## src/rtl/andor_stim.sv

```systemverilog
// andor_stim: on-simulator stimulus/checker for the two-input, two-bit andor gate.
// Latency: busy and vector 0 appear 1 cycle after start. Each vector takes SETTLE+1 cycles.
//          done/pass appear 16*(SETTLE+1) cycles after the start edge.
// Backpressure: none. start is ignored while busy. A sync reset abandons the sweep.
//
// Ports:
//   clk, rst                 clock and synchronous active-high reset
//   start                    begin a sweep (honoured in IDLE or DONE)
//   monitor_m1, monitor_m2   DUT outputs, sampled combinationally at the CHECK edge
//   Input_i1, Input_i2       registered DUT operands (vec[3:2], vec[1:0])
//   busy, done, pass         sweep status
//   err_count                failing vectors in the last sweep (0..16)
//   fail_valid, fail_vec     first-failure capture, present only with ANDOR_STIM_FAILCAP_EN
// Parameter SETTLE (1..15): cycles each vector is held before it is checked.
module andor_stim #(
  parameter int unsigned SETTLE = 1
) (
  input  logic       clk,
  input  logic       rst,
  input  logic       start,
  input  logic       monitor_m1,
  input  logic       monitor_m2,
  output logic [1:0] Input_i1,
  output logic [1:0] Input_i2,
  output logic       busy,
  output logic       done,
  output logic       pass,
  output logic [4:0] err_count
`ifdef ANDOR_STIM_FAILCAP_EN
  ,
  output logic       fail_valid,
  output logic [3:0] fail_vec
`endif
);

  localparam logic [1:0] S_IDLE  = 2'd0;
  localparam logic [1:0] S_WAIT  = 2'd1;
  localparam logic [1:0] S_CHECK = 2'd2;
  localparam logic [1:0] S_DONE  = 2'd3;

  // The settle counter runs 0..SETTLE-1 inside WAIT, so WAIT lasts SETTLE cycles.
  localparam logic [3:0] SETTLE_LAST = 4'(SETTLE - 1);

  logic [1:0] state_q, state_d;
  logic [3:0] vec_q, vec_d;
  logic [3:0] cnt_q, cnt_d;
  logic [4:0] err_q, err_d;
  logic       exp_m1, exp_m2, mismatch;
  logic       launch;

  assign Input_i1  = vec_q[3:2];
  assign Input_i2  = vec_q[1:0];
  assign busy      = (state_q == S_WAIT) || (state_q == S_CHECK);
  assign done      = (state_q == S_DONE);
  assign pass      = done && (err_q == 5'd0);
  assign err_count = err_q;

  assign exp_m1   = Input_i1[0] & Input_i2[0];
  assign exp_m2   = Input_i1[1] & Input_i2[1];
  assign mismatch = (monitor_m1 != exp_m1) || (monitor_m2 != exp_m2);

  // A (re)start is honoured only from an idle or finished sweep.
  assign launch = start && ((state_q == S_IDLE) || (state_q == S_DONE));

  always_comb begin
    state_d = state_q;
    vec_d   = vec_q;
    cnt_d   = cnt_q;
    err_d   = err_q;
    case (state_q)
      S_IDLE, S_DONE: begin
        if (launch) begin
          state_d = S_WAIT;
          vec_d   = 4'd0;
          cnt_d   = 4'd0;
          err_d   = 5'd0;
        end
      end
      S_WAIT: begin
        if (cnt_q == SETTLE_LAST) begin
          state_d = S_CHECK;
        end else begin
          cnt_d = cnt_q + 4'd1;
        end
      end
      S_CHECK: begin
        if (mismatch) begin
          err_d = err_q + 5'd1;
        end
        cnt_d = 4'd0;
        if (vec_q == 4'd15) begin
          // Vector 15 stays driven while in DONE.
          state_d = S_DONE;
        end else begin
          vec_d   = vec_q + 4'd1;
          state_d = S_WAIT;
        end
      end
      default: state_d = S_IDLE;
    endcase
  end

  always_ff @(posedge clk) begin
    if (rst) begin
      state_q <= S_IDLE;
      vec_q   <= 4'd0;
      cnt_q   <= 4'd0;
      err_q   <= 5'd0;
    end else begin
      state_q <= state_d;
      vec_q   <= vec_d;
      cnt_q   <= cnt_d;
      err_q   <= err_d;
    end
  end

`ifdef ANDOR_STIM_FAILCAP_EN
  logic       fvld_q, fvld_d;
  logic [3:0] fvec_q, fvec_d;

  assign fail_valid = fvld_q;
  assign fail_vec   = fvec_q;

  // Only the first failing vector of a sweep is kept.
  always_comb begin
    fvld_d = fvld_q;
    fvec_d = fvec_q;
    if (launch) begin
      fvld_d = 1'b0;
      fvec_d = 4'd0;
    end else if ((state_q == S_CHECK) && mismatch && !fvld_q) begin
      fvld_d = 1'b1;
      fvec_d = vec_q;
    end
  end

  always_ff @(posedge clk) begin
    if (rst) begin
      fvld_q <= 1'b0;
      fvec_q <= 4'd0;
    end else begin
      fvld_q <= fvld_d;
      fvec_q <= fvec_d;
    end
  end
`endif

endmodule

```

## config.mk

```make
export PLATFORM = sky130hd
export DESIGN_NAME = andor_stim
export DESIGN_NICKNAME = d
export VERILOG_FILES = /design/src/rtl/andor_stim.sv
export SDC_FILE = /design/constraint.sdc
export NUM_CORES = 1
export LEC_CHECK = 0
export CAP_MARGIN = 10
export CORE_MARGIN = 1
export CORE_UTILIZATION = 54
export DETAILED_ROUTE_END_ITERATION = 8
export GPL_ROUTABILITY_DRIVEN = 0
export PLACE_DENSITY = 0.82
export SETUP_SLACK_MARGIN = 0.4
export SKIP_LAST_GASP = 1
export SLEW_MARGIN = 20
export SYNTH_ARGS = -nofsm -noshare
export SYNTH_HDL_FRONTEND = slang
export SYNTH_SLANG_ARGS = --single-unit
```

## constraint.sdc

```tcl
create_clock -name clk -period 2.7 [get_ports clk]
set_input_delay 0.54 -clock clk [delete_from_list [all_inputs] [get_ports clk]]
set_output_delay 0.54 -clock clk [all_outputs]
set_load 0.02 [all_outputs]
```

==> impl_metrics.yaml, run 1 <==
status:
  status: "completed"
clock_tree:
  cts.repair.resized: 2
  clock-root-buffer: "clkbuf_4"
  cts_made_buffers: 3
  cts_htree_levels: 1
  cts_buffer_depth: 2
  clkTransAtPathRegs_ns: 0.09
  cts.hold.buffers_added: 0
  cts.sinks: 15
  insertion_delay_ns: 0.28
  postCtsSetupBuffers: 0
  cts_tree: "yes"
detailed_routing:
  first_iter_violations: 14
  drt_pass1_iterations: 6
  viasPerCell: 6.01
  routedWlPerCell_um: 13.8
  postRouteAntennaNets: 0
  num_vias: 890
  wl_um: 2050
  drc: 0
critical_path:
  critical_path.max_fanout: 7
  crit_type: "flip-flop to output pin"
  r2r_cells: 6
  crit_path_start_kind: "flip-flop"
  required_ns: 2.16
  crit_path_end_kind: "output pin"
  arrival_ns: 1.60
worst_hold_path:
  hold_path.class: "flip-flop to flip-flop"
  hold_path_depth: 2
placement:
  place_area_um2: 1120
  dp_hpwl_um: 1560
  place_ws_ns: 0.412
  place_inst: 144
  port_buffers: 16
synthesis:
  synth_nets: 129
  synth.avg_cell_area_um2: 8.23
  synth_edf_count: 0
  synth_area_leader_cell: "dfxtp_1"
  synth_most_common_cell: "dfxtp_1"
  synth_seq_cells: 15
  ys.flop_type: "dfxtp_1"
  synthTopCellsByArea: "dfxtp_1, ha_1, nand2_1"
  synthTopCellsByCount: "dfxtp_1, nand2_1, ha_1"
  ys_types: 38
  yosysWarnings: 0
  syn_area_um2: 946
  postSynthCellCount: 115
  synth_top_area_frac: 0.317
  synth_async_sr_flop_share: 0
  seq_area_frac_synth: 0.317
floorplanning:
  coreArea_um2: 1580
  fp.dieH_um: 43.9
  die_area_um2: 1920
  dieWidth_um: 43.9
  start_util: 0.600
  rows: 14
  pin_count: 17
global_route:
  grt_max_degree: 17
  globalRouteTotalUtil: 0.248
  antenna_found_initial: 0
  grt_pass1_wl_um: 3580
  grt_pass1_vias: 828
  overflow: 0
pwr:
  leakage_uw: 0.000442
  p_total_uw: 476
  power_density_nw_per_um2: 416
  peakVddDrop_mv: 0.345
layout:
  fin_area_um2: 1140
  stdcell_count: 148
  antenna_cells: 0
  fin_nets: 147
  fill_cells: 129
  area_growth_pct: 20.8
  drive_gt1_frac: 0.0606
  seq_area_um2: 300
  multi_input_area_um2: 603
timing:
  fmax_mhz: 467
  setup_violations: 0
  final_max_slew_viol_count: 0
  finalCritPeriodShare: 0.792
  tightest_slew_ns: 0.561
  fin_setup_tns_ns: 0
  rsz0062_at_grt: "false"
  min_period_ns: 2.14
  maxSlewHeadroom: 0.625
  hold_violations: 0
  setup_slack_ns: 0.560
  clock_skew_ns: 0.00494
run:
  cap_violations: 0
## stage by stage
step / util / hold slack, ns
6_report: 0.725 / 0.519
5_1_grt: 0.725 / 0.574
4_1_cts: 0.725 / 0.518
3_5_place_dp: 0.709 / 0.504
3_3_place_gp: 0.709 / 0.492
2_1_floorplan: - / 0.474
## worst paths after layout
kind | slack [ns] | endpoint | start
setup / recovery | 0.56 | busy | state_q[0]
hold / removal | 0.52 | state_q[1] | state_q[1]
setup reg to reg | 0.87 | state_q[1] | state_q[0]
hold reg to reg | 0.52 | state_q[1] | state_q[1]
## area by class of cell
cell class                      instances  share of cell area
Clock buffer                            3              0.0197
Clock inverter                          1             0.00438
Inverter                                7              0.0230
Multi-Input combinational cell         89               0.528
Sequential cell                        15               0.263
Tap cell                               16              0.0175
Timing Repair Buffer                   17               0.145
## cells in the final DEF, fill, tap and decap left out, types with 2 or more instances in the layout
cell             netlist  layout
inv_1                  7       7
nand3_1                7       7
a31oi_1                4       4
ha_1                   9       9
nor4b_1                2       2
nor2_1                 7       7
nor2b_1                2       2
xor2_1                 2       2
dlygate4sd2_1          0       2
nand3b_1               2       2
nand2_1               12      12
o21ai_0                3       3
o211ai_1               2       2
dfxtp_1               15      15
a21o_1                 2       2
nor4_1                 2       2
and3b_1                2       2
a21boi_0               2       2
a21oi_1                7       7
clkdlybuf4s50_1        0      14
mux2i_1                2       2
nand2b_1               3       3
nand4_1                2       2
clkbuf_4               0       3
## registers in the layout, summed over array words and instances, names as in the netlist
name,count
cnt_q,4
err_count,5
state_q,2
vec_q,4
## logic make-up after synthesis
group / Yosys count / share of synthesized area
xor gates and xnor gates: 2 / 0.0185
DFF: 15 / 0.317
adders and majority gates: 9 / 0.119
muxes: 3 / 0.0331
buffers and inverters: 11 / 0.0450
and+or+nand+nor: 50 / 0.298
AOI/OAI and AO/OA: 25 / 0.169
## layer usage
metal,vias up,global-route usage,share of wire
met2,23,0.403,0.50
met4,0,0.109,0.013
met3,4,0.0458,0.043
met5,-,0,0
met1,414,0.321,0.44
li1,449,-,-
## where the power goes
part           switching (uW)  internal, uW  leakage, uW  total, uW
clock                    76.3          55.0    0.0000177        131
sequential               6.50           226     0.000121        233
combinational            67.5          44.0     0.000303        112
## worst max-delay path, stage by stage, from the launching register on
cell           delay [ns]
dfxtp_1              0.41
inv_1                0.07
ha_1                 0.37
inv_1                0.12
dlygate4sd2_1        0.35
Note: power is estimated with default switching activity, not from simulation.
==> run 2: changes to the inputs <==
--- a/config.mk
+++ b/config.mk
@@ -7,10 +7,10 @@
 export LEC_CHECK = 0
 export CAP_MARGIN = 10
 export CORE_MARGIN = 1
-export CORE_UTILIZATION = 54
+export CORE_UTILIZATION = 51
 export DETAILED_ROUTE_END_ITERATION = 8
 export GPL_ROUTABILITY_DRIVEN = 0
-export PLACE_DENSITY = 0.82
+export PLACE_DENSITY = 0.78
 export SETUP_SLACK_MARGIN = 0.4
 export SKIP_LAST_GASP = 1
 export SLEW_MARGIN = 20
==> constraint.sdc (replaced) <==
create_clock -name clk -period 2.2 [get_ports clk]
set_input_delay 0.44 -clock clk [delete_from_list [all_inputs] [get_ports clk]]
set_output_delay 0.44 -clock clk [all_outputs]
set_load 0.02 [all_outputs]
==> run 2 against run 1 <==
Combinational power up 42%. Register-to-register slack worse by 0.35 ns. Sequential cell count did not move. Critical endpoint is now pass. Highest routed layer unchanged.
==> impl_metrics.yaml, run 2 (synthesized netlist as in run 1, its figures left out) <==
status:
  status: "completed"
layout:
  drive_gt1_frac: 0.163
  largest_reg_flops: 5
  antenna_cells: 0
  final_cell_mix: "nand2_1, dfxtp_1, ha_1"
  fin_nets: 150
  fill_cells: 152
  area_growth_pct: 28.8
  fin_area_um2: 1220
detailed_routing:
  viasPerCell: 5.82
  postRouteAntennaNets: 0
  first_iter_violations: 18
  routedWlPerCell_um: 14.0
  wl_um: 2250
  drt_pass1_iterations: 4
  drc: 0
  num_vias: 931
critical_path:
  crit_path_start_kind: "flip-flop"
  cp_slowest_cell: "dfxtp_1"
  crit_type: "flip-flop to output pin"
  r2r_start: "state_q[0]"
  crit_path_end_kind: "output pin"
  required_ns: 1.76
  critical_path.max_fanout: 6
  startpoint: "err_count[1]"
  slowest_delay_ns: 0.38
  reg2reg_setup_slack_ns: 0.52
  arrival_ns: 1.30
  path_cells: "inv_1 > ha_1 > nand2_1 > nor4_2 > buf_4"
floorplanning:
  dieWidth_um: 45.1
  die_area_um2: 2030
  coreArea_um2: 1730
  pin_count: 17
  fp.dieH_um: 45.1
  rows: 15
  start_util: 0.548
worst_hold_path:
  hold_path.class: "flip-flop to flip-flop"
  hp-start: "state_q[1]"
placement:
  port_buffers: 16
  place_area_um2: 1160
  dp_hpwl_um: 1650
run:
  cap_violations: 0
global_route:
  grt_pass1_vias: 828
  grt_pass1_wl_um: 3610
  globalRouteTotalUtil: 0.243
  antenna_found_initial: 0
  grt_max_degree: 17
  overflow: 0
clock_tree:
  insertion_delay_ns: 0.28
  clkTransAtPathRegs_ns: 0.10
  cts_tree: "yes"
  cts_buffer_depth: 2
  cts_htree_levels: 1
  clock-root-buffer: "clkbuf_4"
  cts_made_buffers: 3
  cts.hold.buffers_added: 0
  postCtsSetupBuffers: 0
  cts.sinks: 15
timing:
  min_period_ns: 1.74
  setup_violations: 0
  hold_violations: 0
  final_max_slew_viol_count: 0
  fmax_mhz: 576
  tightest_slew_ns: 0.390
  finalCritPeriodShare: 0.789
  clock_skew_ns: 0.00382
  maxSlewHeadroom: 0.737
  fin_setup_tns_ns: 0
  rsz0062_at_grt: "false"
pwr:
  p_total_uw: 609
  power_density_nw_per_um2: 500
  peakVddDrop_mv: 0.413
  leakage_uw: 0.000552
==> run 2: timing repair <==
| item | 4_1_cts | 5_1_grt |
|---|---|---|
| gates cloned | 0 | 0 |
| pin swaps | 1 | 4 |
| endpoints found under the setup margin | 13 | 13 |
| resized for setup | 20 | 13 |
==> run 2: critical path, delay by kind of cell (launching register included) <==
| family | cells | cell delay (ns) |
|---|---|---|
| flops | 1 | 0.38 |
| buf+inv | 2 | 0.27 |
| simple gates | 2 | 0.22 |
| fa+ha+maj | 1 | 0.14 |
==> run 2: per-stage QoR <==
step / hold WS [ns] / std cells / worst slack, ns / utilization
after floorplan: 0.474 / 115 / 0.550 / -
after global placement: 0.496 / 156 / 0.0603 / 0.670
after detailed placement: 0.517 / 156 / 0.0146 / 0.670
after CTS: 0.515 / 160 / 0.346 / 0.689
after global routing: 0.545 / 160 / 0.384 / 0.706
final: 0.518 / 160 / 0.463 / 0.706
==> run 2: final timing paths <==
kind                  endpoint  depth (start not counted)
setup reg to reg  err_count[3]                          8
setup / recovery          pass                          5
hold reg to reg     state_q[1]                          2
hold / removal      state_q[1]                          2
==> run 2: report_power, final <==
| group | total, uW | internal, uW | leakage, uW | switching (uW) |
|---|---|---|---|---|
| sequential | 287 | 278 | 0.000123 | 8.82 |
| combinational | 159 | 68.5 | 0.000412 | 90.6 |
| clock | 163 | 67.5 | 0.0000177 | 95.5 |
| total | 609 | 414 | 0.000552 | 195 |
==> run 2: cell type report <==
type	instances	area, um^2	share of cell area
Multi-Input combinational cell	89	633	0.520
Inverter	7	26.3	0.0216
Timing Repair Buffer	20	191	0.157
Clock inverter	1	5.00	0.00411
Clock buffer	3	22.5	0.0185
Sequential cell	15	309	0.254
Tap cell	25	31.3	0.0257
==> run 2: metal layers <==
metal / share of wire / vias to the layer above / global-route usage
li1: - / 453 / -
met3: 0.039 / 4 / 0.0320
met2: 0.51 / 22 / 0.426
met5: 0 / - / 0
met1: 0.44 / 452 / 0.298
met4: 0.013 / 0 / 0.0970
==> run 3: changes to the inputs <==
--- a/config.mk
+++ b/config.mk
@@ -7,10 +7,10 @@
 export LEC_CHECK = 0
 export CAP_MARGIN = 10
 export CORE_MARGIN = 1
-export CORE_UTILIZATION = 51
+export CORE_UTILIZATION = 46
 export DETAILED_ROUTE_END_ITERATION = 8
 export GPL_ROUTABILITY_DRIVEN = 0
-export PLACE_DENSITY = 0.78
+export PLACE_DENSITY = 0.74
 export SETUP_SLACK_MARGIN = 0.4
 export SKIP_LAST_GASP = 1
 export SLEW_MARGIN = 20
==> constraint.sdc (replaced) <==
create_clock -name clk -period 1.5 [get_ports clk]
set_input_delay 0.3 -clock clk [delete_from_list [all_inputs] [get_ports clk]]
set_output_delay 0.3 -clock clk [all_outputs]
set_load 0.02 [all_outputs]
==> run 3 against run 2 <==
The run now ends with setup timing left. First-iteration DRC count grew 83%. Hold slack better by 0.025 ns. Sequential cell count is the same. Routed wire length grew 59%. Largest cell class unchanged. Core utilization up 19 points. Critical endpoint is now err_count[2].
==> impl_metrics.yaml, run 3 (synthesized netlist as in run 1, its figures left out) <==
layout:
  area_growth_pct: 83.9
  fin_nets: 182
  antenna_cells: 0
  fill_cells: 83
  fin_area_um2: 1740
  stdcell_count: 194
  final_common_cell: "buf_6"
  final_cell_mix: "buf_6, buf_4, nand2_1, dfxtp_4"
  drive_gt1_frac: 0.611
  largest_reg_flops: 5
  final_util: 0.896
pwr:
  peakVddDrop_mv: 0.621
  p_total_uw: 1110
  leakage_uw: 0.000707
  power_density_nw_per_um2: 637
  power_switching_uw: 380
  clkPwrFrac: 0.218
  p_sw_frac: 0.343
  power_frac_comb: 0.412
  internal-power_uw: 728
  pwr-share-seq: 0.370
critical_path:
  crit_path_end_kind: "flip-flop"
  required_ns: 1.70
  cp.depth: 8
  critical_path.max_fanout: 6
  cpMostUsedCell: "buf_6"
  startpoint: "state_q[1]"
  crit_type: "flip-flop to flip-flop"
  crit_family: "simple AND/OR/NAND/NOR gates"
  cp_slowest_cell: "dfxtp_2"
  r2r_cells: 8
  slowest_delay_ns: 0.35
  arrival_ns: 1.85
  crit_path_start_kind: "flip-flop"
  crit_buf_inv: 3
  r2r_start: "state_q[1]"
  path_cells: "buf_6 > ha_4 > buf_12 > nor2b_4 > buf_6 > nor3b_2 > nand3_1 > a31oi_1"
  r2r_end: "err_count[2]"
  reg2reg_setup_slack_ns: -0.15
global_route:
  antenna_found_initial: 0
  grt_pass1_vias: 981
  grt_max_degree: 9
  grt_pass1_wl_um: 4260
  overflow: 0
  globalRouteTotalUtil: 0.273
detailed_routing:
  viasPerCell: 5.94
  num_vias: 1152
  drt_pass1_iterations: 4
  wl_um: 3580
  drc: 0
  first_iter_violations: 33
  routedWlPerCell_um: 18.5
  postRouteAntennaNets: 0
clock_tree:
  clock-root-buffer: "clkbuf_4"
  cts.hold.buffers_added: 0
  cts_htree_levels: 1
  clkTransAtPathRegs_ns: 0.09
  cts_buffer_depth: 2
  cts.sinks: 15
  cts_tree: "yes"
  insertion_delay_ns: 0.29
  cts_made_buffers: 3
timing:
  min_period_ns: 1.65
  tightest_slew_ns: 0.437
  fmax_mhz: 608
  maxSlewHeadroom: 0.708
  setup_violations: 12
  rsz0062_at_grt: "true"
  finalCritPeriodShare: 1.10
  hold_violations: 0
  hold_ws_ns: 0.542
  setup_slack_ns: -0.146
  final_max_slew_viol_count: 0
  clock_skew_ns: 0.00130
placement:
  port_buffers: 16
  place_inst: 179
  place_area_um2: 1420
  dp_hpwl_um: 1960
status:
  failed_checks: "setup timing"
  status: "finished with violations"
floorplanning:
  start_util: 0.487
  coreArea_um2: 1940
  fp.dieH_um: 47.3
  pin_count: 17
  dieWidth_um: 47.3
  die_area_um2: 2240
  rows: 16
worst_hold_path:
  hold_path_depth: 2
  hold_path.class: "flip-flop to flip-flop"
  hp-start: "err_count[0]"
  hold_end: "err_count[0]"
run:
  cap_violations: 0
-- run 3: worst register-to-register path, cell delays in order (launching register included) --
cell and delay [ns]:
dfxtp_2 0.35, buf_6 0.12, ha_4 0.22, buf_12 0.13, nor2b_4 0.13, buf_6 0.13
nor3b_2 0.15, nand3_1 0.11, a31oi_1 0.22
-- run 3: timing repair --
action,in CTS,in global routing
setup buffers,1,10
resized for setup,91,37
setup endpoints to repair,27,27
pin swaps,8,12
-- run 3: layout make-up --
class	instances	area [um^2]	area share
Tap cell	27	33.8	0.0194
Timing Repair Buffer	52	500	0.288
Clock buffer	4	26.3	0.0151
Inverter	7	31.3	0.0180
Sequential cell	15	334	0.192
Multi-Input combinational cell	89	813	0.468
-- run 3: worst max path at each step --
stage,to
6_report,err_count[2]
5_1_grt,vec_q[2]
4_1_cts,err_count[3]
3_5_place_dp,err_count[0]
3_3_place_gp,err_count[0]
2_1_floorplan,err_count[0]
-- run 3: metal layers --
metal | vias up | share of wire | GRT usage
met4 | 0 | 0.035 | 0.137
li1 | 526 | - | -
met1 | 544 | 0.41 | 0.326
met3 | 17 | 0.069 | 0.0654
met2 | 65 | 0.49 | 0.452
met5 | - | 0 | 0
-- run 3: per-stage QoR --
step | worst slack (ns) | TNS [ns]
final | -0.146 | -0.817
after global routing | -0.183 | -1.39
after CTS | -0.0869 | -0.298
after detailed placement | -0.514 | -3.04
after global placement | -0.484 | -2.66
after floorplan | -0.0167 | -0.0243
-- run 3: power groups by stage --
stage / Clock [uW] / Sequential (uW) / Combinational (uW)
finish: 242 / 409 / 456
global route: 255 / 411 / 477
CTS: 239 / 410 / 345
detailed placement: 0 / 418 / 321
global placement: 0 / 418 / 312
floorplan: 0 / 425 / 169
